$ cat src/rtl/gate_finder_pkg.sv
// Shared types and slot/vector helpers for the 74xx gate test sequencer.
// Pin masks are built by shifting so callers never index the pin bus with a computed value.
package gate_finder_pkg;

    localparam int unsigned NPINS     = 12;
    localparam int unsigned MAX_SLOTS = 6;

    typedef enum logic [2:0] {
        GT_NONE = 3'd0,
        GT_NOT  = 3'd1,
        GT_AND  = 3'd2,
        GT_OR   = 3'd3,
        GT_XOR  = 3'd4
    } gate_t;

    typedef enum logic [2:0] {
        ST_IDLE,
        ST_DRIVE,
        ST_SETTLE,
        ST_SAMPLE,
        ST_GATE_END,
        ST_DONE
    } state_t;

    function automatic logic is_valid_type(logic [2:0] t);
        return (t >= 3'd1) && (t <= 3'd4);
    endfunction

    function automatic logic [2:0] slot_count(gate_t t);
        case (t)
            GT_NOT:                return 3'd6;
            GT_AND, GT_OR, GT_XOR: return 3'd4;
            default:               return 3'd0;
        endcase
    endfunction

    function automatic logic [2:0] vec_count(gate_t t);
        case (t)
            GT_NOT:                return 3'd2;
            GT_AND, GT_OR, GT_XOR: return 3'd4;
            default:               return 3'd0;
        endcase
    endfunction

    function automatic logic [NPINS-1:0] pin_bit(int unsigned idx);
        return {{(NPINS-1){1'b0}}, 1'b1} << idx;
    endfunction

    // NOT slots sit on pin pairs (A=2g, Y=2g+1); 2-input slots on triples (A=3g, B=3g+1, Y=3g+2).
    function automatic logic [NPINS-1:0] input_mask(gate_t t, logic [2:0] g);
        int unsigned gi;
        gi = 32'(g);
        if (t == GT_NOT)
            return pin_bit(2 * gi);
        return pin_bit(3 * gi) | pin_bit(3 * gi + 1);
    endfunction

    function automatic logic [NPINS-1:0] output_mask(gate_t t, logic [2:0] g);
        int unsigned gi;
        gi = 32'(g);
        if (t == GT_NOT)
            return pin_bit(2 * gi + 1);
        return pin_bit(3 * gi + 2);
    endfunction

    function automatic logic [NPINS-1:0] vector_bits(gate_t t, logic [2:0] g, logic [1:0] v);
        logic [NPINS-1:0] bits;
        int unsigned      gi;
        gi   = 32'(g);
        bits = '0;
        if (t == GT_NOT) begin
            if (v[0]) bits = pin_bit(2 * gi);
        end else begin
            if (v[0]) bits = bits | pin_bit(3 * gi);
            if (v[1]) bits = bits | pin_bit(3 * gi + 1);
        end
        return bits;
    endfunction

    function automatic logic expected_y(gate_t t, logic [1:0] v);
        case (t)
            GT_NOT:  return ~v[0];
            GT_AND:  return v[0] & v[1];
            GT_OR:   return v[0] | v[1];
            GT_XOR:  return v[0] ^ v[1];
            default: return 1'b0;
        endcase
    endfunction

endpackage

$ cat src/rtl/gate_test_sequencer_if.sv
// Request/result and probe-pin bundle between the gate finder, the sequencer and the GPIO pads.
interface gate_test_sequencer_if;
    import gate_finder_pkg::*;

    logic             start;
    logic             abort;
    logic [2:0]       gate_type;
    logic [NPINS-1:0] pin_in;
    logic [NPINS-1:0] pin_out;
    logic [NPINS-1:0] pin_dir;
    logic             busy;
    logic             done;
    logic             error;
    logic [5:0]       gate_pass;
    logic [2:0]       pass_cnt;
    logic             chip_ok;

    modport master (
        output start, abort, gate_type, pin_in,
        input  pin_out, pin_dir, busy, done, error, gate_pass, pass_cnt, chip_ok
    );

    modport slave (
        input  start, abort, gate_type, pin_in,
        output pin_out, pin_dir, busy, done, error, gate_pass, pass_cnt, chip_ok
    );

endinterface

$ cat src/rtl/settle_timer.sv
// Loadable down-counter that times the settle window between driving a vector and sampling Y.
module settle_timer #(
    parameter int unsigned SETTLE_CYCLES = 50
) (
    input  logic clk,
    input  logic reset,
    input  logic load,
    input  logic dec,
    output logic zero
);

    localparam int unsigned W = (SETTLE_CYCLES > 1) ? $clog2(SETTLE_CYCLES) : 1;

    logic [W-1:0] count;

    always_ff @(posedge clk or posedge reset) begin
        if (reset)
            count <= '0;
        else if (load)
            count <= W'(SETTLE_CYCLES - 1);
        else if (dec && (count != '0))
            count <= count - W'(1);
    end

    assign zero = (count == '0);

endmodule

$ cat src/rtl/gate_test_sequencer.sv
// Walks every input vector over every slot of the requested gate type and grades each slot.
// All outputs, including the pin drive, are registered so the pads see glitch-free levels.
module gate_test_sequencer
    import gate_finder_pkg::*;
#(
    parameter int unsigned SETTLE_CYCLES = 50
) (
    input  logic                 CLOCK_50,
    input  logic                 reset,
    gate_test_sequencer_if.slave bus
);

    state_t     state;
    gate_t      gtype;
    logic [2:0] g;
    logic [1:0] v;
    logic       vec_ok;
    logic       timer_zero;
    logic [1:0] last_v;
    logic [2:0] last_g;
    logic       y_level;
    gate_t      req_type;

    always_comb begin
        req_type = gate_t'(bus.gate_type);
        last_v   = 2'(vec_count(gtype) - 3'd1);
        last_g   = slot_count(gtype) - 3'd1;
        y_level  = |(bus.pin_in & output_mask(gtype, g));
    end

    settle_timer #(
        .SETTLE_CYCLES(SETTLE_CYCLES)
    ) u_settle (
        .clk  (CLOCK_50),
        .reset(reset),
        .load (state == ST_DRIVE),
        .dec  (state == ST_SETTLE),
        .zero (timer_zero)
    );

    always_ff @(posedge CLOCK_50 or posedge reset) begin
        if (reset) begin
            state         <= ST_IDLE;
            gtype         <= GT_NONE;
            g             <= '0;
            v             <= '0;
            vec_ok        <= 1'b0;
            bus.pin_out   <= '0;
            bus.pin_dir   <= '0;
            bus.busy      <= 1'b0;
            bus.done      <= 1'b0;
            bus.error     <= 1'b0;
            bus.gate_pass <= '0;
            bus.pass_cnt  <= '0;
            bus.chip_ok   <= 1'b0;
        end else begin
            bus.done <= 1'b0;
            if ((state != ST_IDLE) && bus.abort) begin
                state         <= ST_IDLE;
                bus.pin_out   <= '0;
                bus.pin_dir   <= '0;
                bus.busy      <= 1'b0;
                bus.gate_pass <= '0;
                bus.pass_cnt  <= '0;
                bus.chip_ok   <= 1'b0;
            end else begin
                case (state)
                    ST_IDLE: begin
                        if (bus.start && !bus.abort) begin
                            bus.gate_pass <= '0;
                            bus.pass_cnt  <= '0;
                            bus.chip_ok   <= 1'b0;
                            bus.busy      <= 1'b1;
                            g             <= '0;
                            v             <= '0;
                            if (is_valid_type(bus.gate_type)) begin
                                gtype       <= req_type;
                                bus.error   <= 1'b0;
                                bus.pin_dir <= input_mask(req_type, 3'd0);
                                bus.pin_out <= vector_bits(req_type, 3'd0, 2'd0);
                                state       <= ST_DRIVE;
                            end else begin
                                gtype     <= GT_NONE;
                                bus.error <= 1'b1;
                                state     <= ST_DONE;
                            end
                        end
                    end

                    ST_DRIVE: begin
                        if (v == 2'd0) vec_ok <= 1'b1;
                        state <= ST_SETTLE;
                    end

                    ST_SETTLE: begin
                        if (timer_zero) state <= ST_SAMPLE;
                    end

                    ST_SAMPLE: begin
                        if (y_level != expected_y(gtype, v)) vec_ok <= 1'b0;
                        if (v == last_v) begin
                            bus.pin_dir <= '0;
                            bus.pin_out <= '0;
                            state       <= ST_GATE_END;
                        end else begin
                            v           <= v + 2'd1;
                            bus.pin_dir <= input_mask(gtype, g);
                            bus.pin_out <= vector_bits(gtype, g, v + 2'd1);
                            state       <= ST_DRIVE;
                        end
                    end

                    ST_GATE_END: begin
                        bus.gate_pass[g] <= vec_ok;
                        bus.pass_cnt     <= bus.pass_cnt + {2'b00, vec_ok};
                        if (g == last_g) begin
                            state <= ST_DONE;
                        end else begin
                            g           <= g + 3'd1;
                            v           <= '0;
                            bus.pin_dir <= input_mask(gtype, g + 3'd1);
                            bus.pin_out <= vector_bits(gtype, g + 3'd1, 2'd0);
                            state       <= ST_DRIVE;
                        end
                    end

                    ST_DONE: begin
                        // An invalid request has zero slots, so guard against 0 == 0 reading as a pass.
                        bus.done    <= 1'b1;
                        bus.busy    <= 1'b0;
                        bus.chip_ok <= !bus.error && (bus.pass_cnt == slot_count(gtype));
                        bus.pin_dir <= '0;
                        bus.pin_out <= '0;
                        state       <= ST_IDLE;
                    end

                    default: state <= ST_IDLE;
                endcase
            end
        end
    end

endmodule

$ cat src/flat_wrapper.sv
// flat-port wrapper written by rule: the top's interface ports become plain ports
module gate_test_sequencer_flat import gate_finder_pkg::*;
#(
    parameter int unsigned SETTLE_CYCLES = 50
)
  (CLOCK_50, reset, bus_start, bus_abort, bus_gate_type, bus_pin_in, bus_pin_out, bus_pin_dir, bus_busy, bus_done, bus_error, bus_gate_pass, bus_pass_cnt, bus_chip_ok);
  gate_test_sequencer_if bus_i ();
  input  logic CLOCK_50;
  input  logic reset;
  input wire logic [$bits(bus_i.start)-1:0] bus_start;
  input wire logic [$bits(bus_i.abort)-1:0] bus_abort;
  input wire logic [$bits(bus_i.gate_type)-1:0] bus_gate_type;
  input wire logic [$bits(bus_i.pin_in)-1:0] bus_pin_in;
  output wire logic [$bits(bus_i.pin_out)-1:0] bus_pin_out;
  output wire logic [$bits(bus_i.pin_dir)-1:0] bus_pin_dir;
  output wire logic [$bits(bus_i.busy)-1:0] bus_busy;
  output wire logic [$bits(bus_i.done)-1:0] bus_done;
  output wire logic [$bits(bus_i.error)-1:0] bus_error;
  output wire logic [$bits(bus_i.gate_pass)-1:0] bus_gate_pass;
  output wire logic [$bits(bus_i.pass_cnt)-1:0] bus_pass_cnt;
  output wire logic [$bits(bus_i.chip_ok)-1:0] bus_chip_ok;
  assign bus_i.start = bus_start;
  assign bus_i.abort = bus_abort;
  assign bus_i.gate_type = bus_gate_type;
  assign bus_i.pin_in = bus_pin_in;
  assign bus_pin_out = bus_i.pin_out;
  assign bus_pin_dir = bus_i.pin_dir;
  assign bus_busy = bus_i.busy;
  assign bus_done = bus_i.done;
  assign bus_error = bus_i.error;
  assign bus_gate_pass = bus_i.gate_pass;
  assign bus_pass_cnt = bus_i.pass_cnt;
  assign bus_chip_ok = bus_i.chip_ok;
  gate_test_sequencer #(.SETTLE_CYCLES(SETTLE_CYCLES)) u_core (.CLOCK_50(CLOCK_50), .reset(reset), .bus(bus_i));
endmodule
$ cat config.mk
export PLATFORM = sky130hd
export DESIGN_NAME = gate_test_sequencer_flat
export DESIGN_NICKNAME = d
export VERILOG_FILES = /design/src/rtl/gate_finder_pkg.sv /design/src/rtl/gate_test_sequencer_if.sv /design/src/rtl/settle_timer.sv /design/src/rtl/gate_test_sequencer.sv /design/src/flat_wrapper.sv
export SDC_FILE = /design/constraint.sdc
export NUM_CORES = 1
export LEC_CHECK = 0
export BUFFER_PORTS_ARGS = -buffer_cell sky130_fd_sc_hd__buf_4
export CORE_MARGIN = 8
export CORE_UTILIZATION = 50
export DETAILED_ROUTE_END_ITERATION = 8
export PLACE_DENSITY = 0.71
export SYNTH_ARGS = -nofsm -noshare
export SYNTH_HDL_FRONTEND = slang
export SYNTH_SLANG_ARGS = --single-unit
export TNS_END_PERCENT = 50
$ cat constraint.sdc
create_clock -name CLOCK_50 -period 4 [get_ports CLOCK_50]
set_clock_uncertainty 0.15 [all_clocks]
set_input_delay 0 -clock CLOCK_50 [delete_from_list [all_inputs] [get_ports CLOCK_50]]
set_output_delay 0 -clock CLOCK_50 [all_outputs]
set_load 0.05 [all_outputs]
* Word-level counts from Yosys, hierarchy flattened
Index checks and enable logic that the tools add are counted.
Widths: inputs -> output; s select.
** Cells by class
- Div/mod/pow operators :: 0
- Multiply operators :: 2
- Muxes and demuxes :: 84
- Add/subtract/negate cells :: 10
- Reduce and logical (&&, ||, !) cells :: 30
- Shift operators :: 8
- Eq/ne operators :: 23
- Bitwise operators :: 9
- Magnitude comparators :: 4
** Operators by type and width (count)
- $mux 12 :: 26
- $shl 1x32->12 const A :: 4
- $pmux 12 s4 :: 2
- $mux 3 :: 12
- $or 12x12->12 :: 3
- $mux 1 :: 24
- $mux 6 :: 4
- $shl 1x4->12 const A :: 2
- $shl 1x5->12 const A :: 2
- $pmux 3 s2 :: 3
- $pmux 3 s5 :: 1
- $add 5x1->6 const B :: 2
- $and 12x12->12 :: 1
- $eq 3x2->1 const B :: 4
- $pmux 6 s2 :: 1
- $reduce_and 4->1 :: 3
- $reduce_bool 3->1 :: 4
- $reduce_or 12->1 :: 1
- $mul 2x3->5 const A :: 2
- $eq 3x1->1 const B :: 3
- $eq 3x3->1 const B :: 3
- $ne 3x1->1 const B :: 3
- $add 5x2->6 const B :: 1
- $bwmux 6 :: 1
- 38 further kinds :: 58
** Word-level totals
- Output and inout port bits :: 37
- Register bits after elaboration :: 55
- Memory bits (read-only) :: 0
- Latch bits :: 0
- Bits in writable memories :: 0
- Logic and storage cells :: 184
- Memories kept :: 0
- Input port bits :: 19

* Depth between registers and ports, before layout
- Depth after elaboration :: 14
- Mapped depth :: 12
- Gate-level depth less buffers :: 11

* Hierarchy
A second synthesis with hierarchy kept.
** Unflattened totals
- Cell total of the unflattened synthesis :: 471
- Area total of the unflattened synthesis :: 4071.4 um2
** Modules (own cells, without submodules)
- gate_test_sequencer :: cells each 430, area an instance 3702.3 um2, instances 1, seq. area each 1226.2 um2
- settle_timer :: cells each 41, area an instance 369.1 um2, instances 1, seq. area each 150.1 um2

* Worst setup path before layout
Ideal clock, no wire load.
- Path kind :: register to register
- Start :: register u_core.g[2]
- End :: register u_core.bus.pin_dir[0]
- Period minus slack after synthesis :: 3371 ps
- Buffers on the path :: 1
- Setup slack :: 629 ps
- Stages on the path, launching flop included :: 11
- Arrival time :: 3129 ps
- Library setup time :: 92 ps
- Required time :: 3758 ps
- Cells stage by stage :: dfrtp_1 -> buf_6 -> clkinv_1 -> fa_1 -> inv_1 -> ha_1 -> or4_4 -> a2111oi_4 -> a41o_1 -> a21oi_1 -> o31ai_2
** On the way
- Word-level cells in the longest chain between the ends :: 9
- Elaborated cells between the ends (all ways) :: 24
- Those cells by class :: 3 x add/sub; 2 x mul; 2 x eq/ne; 6 x shift; 8 x mux; 2 x bitwise; 1 x reduce/logical
** RTL lines
- from (decl) :: line gate_test_sequencer.sv:15 : logic [2:0] g;
- from (signal assigned) :: line gate_test_sequencer.sv:119 : g <= g + 3'd1;
- $add 3x1->3 :: line gate_test_sequencer.sv:121 : bus.pin_dir <= input_mask(gtype, g + 3'd1);
- $mul 2x3->5 :: line gate_finder_pkg.sv:55 : return pin_bit(3 * gi) | pin_bit(3 * gi + 1);
- $add 5x1->6 :: line gate_finder_pkg.sv:55
- $shl 1x32->12 :: line gate_finder_pkg.sv:46 : return {{(NPINS-1){1'b0}}, 1'b1} << idx;
- $or 12x12->12 :: line gate_finder_pkg.sv:55
- $mux 12 :: line gate_finder_pkg.sv:55
- $mux 12 :: line gate_test_sequencer.sv:116 : if (g == last_g) begin
- $pmux 12 s4 :: line gate_test_sequencer.sv:67 : case (state)
- $mux 12 :: line gate_test_sequencer.sv:58 : if ((state != ST_IDLE) && bus.abort) begin
- to (signal assigned) :: line gate_test_sequencer.sv:79 : bus.pin_dir <= input_mask(req_type, 3'd0);
- to (signal assigned) :: line gate_test_sequencer.sv:107 : bus.pin_dir <= input_mask(gtype, g);
- to (signal assigned) :: line gate_test_sequencer.sv:121
- to (decl) :: line gate_test_sequencer_if.sv:25 : output pin_out, pin_dir, busy, done, error, gate_pass, pass_cnt, chip_ok
Parallel ways exist; a longest one is shown, timed or not. The select of a mux whose other input is x is not followed.
A chain may end at the register's enable or synchronous reset.

* Final worst setup path
- Start :: register u_core.g[1]
- End :: register u_core.bus.pin_dir[4]
The elaborated chain is that of the path after synthesis.

==> impl_summary.md <==
GRT
The via count of the first global-routing pass is 3,747. The first-pass GRT wire length is 18,800 um. The maximum number of pins on one net before global-route repair is 56. The all-layer global routing usage is 0.203. The aggregate global routing overflow is 0. The initial antenna violation count came to 0.

Critical path
The worst endpoint data arrival time is 3.76 ns. The startpoint type of the worst setup path is a register. The critical path is of the reg -> reg type.

The largest fanout on the critical path is 9. The critical path required time is slightly above 4 ns. The endpoint of the most critical register-to-register path is u_core.bus.pin_dir[4]$_DFFE_PP0P_. The critical path goes through ha_1 > inv_1 > fa_1 > inv_1 > ha_1 > or4_4 > a2111oi_4 > a31oi_1 > a2bb2oi_1 > o31ai_2. The setup slack of the worst register-to-register path is 0.32 ns. The worst setup path is captured at a register. The launching point of the worst reg2reg path is u_core.g[1]$_DFFE_PP0P_. The cell count of the worst reg-to-reg path is 10. The stage delay of the slowest cell on the critical path is 0.56 ns.

The slowest stage cell on the critical path is sky130_fd_sc_hd__fa_1.

Synthesis
The fraction of synthesized area in multiplexers is 0.0618. The unique cell type count in the Yosys netlist is 71. The number of enable flip-flop cells after synthesis is 0. The fraction of the mapped netlist area in compound gates is 0.221. The synthesized design contains 55 register bits. After technology mapping, the gate count stands at 459. The simple-gate area share of the yosys netlist is 0.210. The dominant register cell in the synthesized netlist is sky130_fd_sc_hd__dfrtp_1.

The main combinational cell family by area after synthesis is compound AO/OA/AOI/OAI gates. The mean cell area of the mapped netlist is 8.74 um^2. The adder-cell area share of the yosys netlist is 0.0736. The cell area that synthesis handed to floorplanning was 4010 um^2.

During synthesis, Yosys emitted a total of 0 warnings. The area share of xor/xnor cells in the synthesized design is 0.0371. The async set or reset register ratio after synthesis is 1.00. Of the synthesized area, sequential elements account for 0.343. When the netlist entered floorplanning its net count stood at ~500.

Routing
Before antenna repair, the detailed router went through 5 iterations. The number of design-rule violations left by the first detailed-router iteration is roughly 180. The number of vias per cell is ~6. For this run, design rule violations remaining after detail routing come to 0.

The routed design has 11,300 um of wire. The total via count after detailed routing is 3,740. Summed over all nets, wire length on met2 after detailed routing comes to roughly 5400 um. In this run the remaining antenna-violating nets after routing total 0. The wire length on met1 is 4900 um.

Wire segments on met3 add up to between 700 and 800 um in the final route. The top metal layer carrying routed signals is met4. After detailed routing, the average wire length per cell comes to 18.5 um.

STA
The worst hold slack after final layout is 0.111 ns. After layout, the worst setup slack is 0.318 ns. The final period demand of the worst path is 3.68 ns. The number of hold violations in the final report came to 0. The actual slew at the worst max-slew pin is 0.863 ns. Setup violations remaining at the end of the flow were counted as 0. Measured against its own limit, the worst slew margin works out to 0.421. Timing would allow up to 0.272 GHz.

After routing, the total negative slack on setup checks comes to 0 ns. The ratio of final minimum period to clock period is 0.921. The final max-slew violation count is 0.

Setup repair after global routing left no endpoint under its margin.

Die
The area of the core is 7770 um^2. In this run the horizontal extent of the chip is 106 um. The vertical die dimension is between 100 and 150 um.

In this run the count of I/O pins placed on the die edge is 56. The floorplan has 32 rows. The floorplan step defined a die boundary enclosing roughly 11,000 um^2.

The initial core utilization is 0.516.

Layout
The finished layout holds 614 standard cells, fillers aside. Compared with the post-synthesis result, the final layout area differs by 15.7%. The net count of the finished layout is 553. The share of cells above drive strength 1 is 0.176. The end-of-flow core utilization is 0.597. 0 antenna diodes ended up in the layout.

Pwr
Dividing total power by cell area gives a power density of 596 nW/um^2. The analysis attributes to cell leakage a power of 2.11 nW. The worst supply voltage drop on vdd is 0.000364 V.

CTS
The number of sinks on the clock net is 55. In this run the clock root is driven by a sky130_fd_sc_hd__clkbuf_8. The number of gates resized after CTS was 0. The CTS buffer count is 5. At the later pin of the worst-skew pair, clock insertion delay measures 0.31 ns.

The clock-pin slew on the worst setup and hold paths is 0.12 ns. In this run the deepest clock path goes through 2 buffers. The clock tree synthesis step divided the H-tree into 2 levels. The TritonCTS clock tree is built.

Place
The last weighted congestion value of the routability-driven placer is 0.959. The post-placement setup slack is 0.382 ns. Including well taps, the total number of placed cells is 599. The number of port buffers is 55. The post-DP HPWL is 8570 um.

Status
The flow ran to the end, and the final reports show no timing, DRC or antenna violations.

Min path
The worst min-delay path class is in -> reg. Along the worst hold path, the cell count comes to 5. The end of the worst hold path is u_core.vec_ok$_DFFE_PP0P_. The worst hold path begins at bus_pin_in[9].

Run
The total of max-cap violations is 0.
[worst max-delay path: cells and delay by family (launching register included)]
family                   cells  cell delay, ns
buffers and inverters        2            0.20
flip-flops                   1            0.53
adder cells (fa/ha/maj)      3            1.15
AND/OR/NAND/NOR              1            0.56
AO/OA/AOI/OAI                4            1.01
[cells in the final DEF, fill, tap and decap left out, types with 3 or more instances in the layout]
cell / n
sky130_fd_sc_hd__o31ai_1: 3
sky130_fd_sc_hd__o22ai_1: 7
sky130_fd_sc_hd__nor4_1: 4
sky130_fd_sc_hd__dlygate4sd3_1: 7
sky130_fd_sc_hd__o2bb2ai_1: 4
sky130_fd_sc_hd__a22o_1: 11
sky130_fd_sc_hd__nor2_1: 30
sky130_fd_sc_hd__a21oi_1: 21
sky130_fd_sc_hd__a32o_1: 5
sky130_fd_sc_hd__inv_1: 17
sky130_fd_sc_hd__nand4_1: 3
sky130_fd_sc_hd__xor2_1: 7
sky130_fd_sc_hd__a21boi_0: 3
sky130_fd_sc_hd__a211oi_1: 5
sky130_fd_sc_hd__nor2b_1: 8
sky130_fd_sc_hd__nand2_1: 58
sky130_fd_sc_hd__buf_4: 64
sky130_fd_sc_hd__o21ai_0: 29
sky130_fd_sc_hd__a21o_1: 3
sky130_fd_sc_hd__xnor2_1: 10
sky130_fd_sc_hd__mux2i_1: 12
sky130_fd_sc_hd__ha_1: 22
sky130_fd_sc_hd__and3_1: 7
sky130_fd_sc_hd__a31oi_1: 7
sky130_fd_sc_hd__nor3_1: 13
sky130_fd_sc_hd__dfrtp_1: 55
sky130_fd_sc_hd__mux2_2: 8
sky130_fd_sc_hd__clkbuf_8: 5
sky130_fd_sc_hd__or3_1: 4
sky130_fd_sc_hd__nand2b_1: 6
sky130_fd_sc_hd__nand3_1: 22
[worst max-delay path by stage]
stage	startpoint	endpoint	slack (ns)	depth (start not counted)
final	u_core.g[1]$_DFFE_PP0P_	u_core.bus.pin_dir[4]$_DFFE_PP0P_	0.32	10
after floorplan	u_core.g[2]$_DFFE_PP0P_	u_core.bus.pin_dir[0]$_DFFE_PP0P_	0.63	10
after CTS	u_core.g[0]$_DFFE_PP0P_	u_core.bus.pin_dir[8]$_DFFE_PP0P_	0.38	11
after detailed placement	u_core.g[1]$_DFFE_PP0P_	u_core.bus.pin_dir[4]$_DFFE_PP0P_	0.38	10
after global routing	u_core.g[0]$_DFFE_PP0P_	u_core.bus.pin_dir[8]$_DFFE_PP0P_	0.10	11
after global placement	u_core.g[0]$_DFFE_PP0P_	u_core.bus.pin_dir[8]$_DFFE_PP0P_	0.39	11
[metal layers]
metal  vias up  GRT usage
met3        26     0.0402
met1      1785      0.248
li1       1774          -
met2       155      0.344
met4         0     0.0834
met5         -          0
[what timing repair did]
item,CTS,global route
hold buffers,7,0
hold endpoints to repair,67,0
buffers inserted,0,0
[Yosys cell counts, drive strengths merged, types with 6 or more instances]
cell type / instances / area share
nand2: 58 / 0.054
dfrtp: 55 / 0.34
nor2: 31 / 0.030
o21ai: 30 / 0.037
ha: 22 / 0.069
nand3: 22 / 0.027
a21oi: 21 / 0.026
inv: 18 / 0.017
buf: 15 / 0.026
nor3: 13 / 0.016
mux2i: 12 / 0.030
a22o: 11 / 0.024
clkbuf: 11 / 0.010
xnor2: 10 / 0.022
mux2: 9 / 0.026
nor2b: 8 / 0.012
a31oi: 7 / 0.011
and3: 7 / 0.011
o22ai: 7 / 0.011
xor2: 7 / 0.015
nand2b: 6 / 0.0094
[state kept, by name, indices dropped and copies added (netlist names)]
name / flops
u_core.bus.busy: 1
u_core.bus.chip_ok: 1
u_core.bus.done: 1
u_core.bus.error: 1
u_core.bus.gate_pass: 6
u_core.bus.pass_cnt: 3
u_core.bus.pin_dir: 12
u_core.bus.pin_out: 12
u_core.g: 3
u_core.gtype: 3
u_core.state: 3
u_core.u_settle.count: 6
u_core.v: 2
u_core.vec_ok: 1
[through the flow]
step	cell area, um^2	power, mW
5_1_grt	4640	2.96
3_5_place_dp	4470	2.41
2_1_floorplan	4010	2.04
4_1_cts	4640	2.76
3_3_place_gp	4470	2.39
6_report	4640	2.77
[power breakdown]
group          total (mW)  switching, mW  leakage (nW)  internal [mW]
Clock               0.334          0.205        0.0463          0.129
Sequential          0.801          0.157         0.733          0.644
Combinational        1.63           1.05          1.33          0.588
[cell type report]
class / instances / area (um^2)
clock inverters: 3 / 27.5
multi-input cells: 359 / 2420
repair buffers: 71 / 551
clock buffers: 5 / 68.8
well taps: 102 / 128
inverters: 19 / 71.3
flip-flops and latches: 55 / 1380
fillers: 729 / 3130
[cell families (layout without fill, tap and decap cells)]
family,Yosys count,after routing
AND/OR/NAND/NOR,172,172
AO/OA/AOI/OAI,125,125
flip-flops,55,55
buffers and inverters,45,98
adder cells (fa/ha/maj),23,23
multiplexers,22,22
XOR/XNOR,17,17
Power figures use the tool's default switching activity.
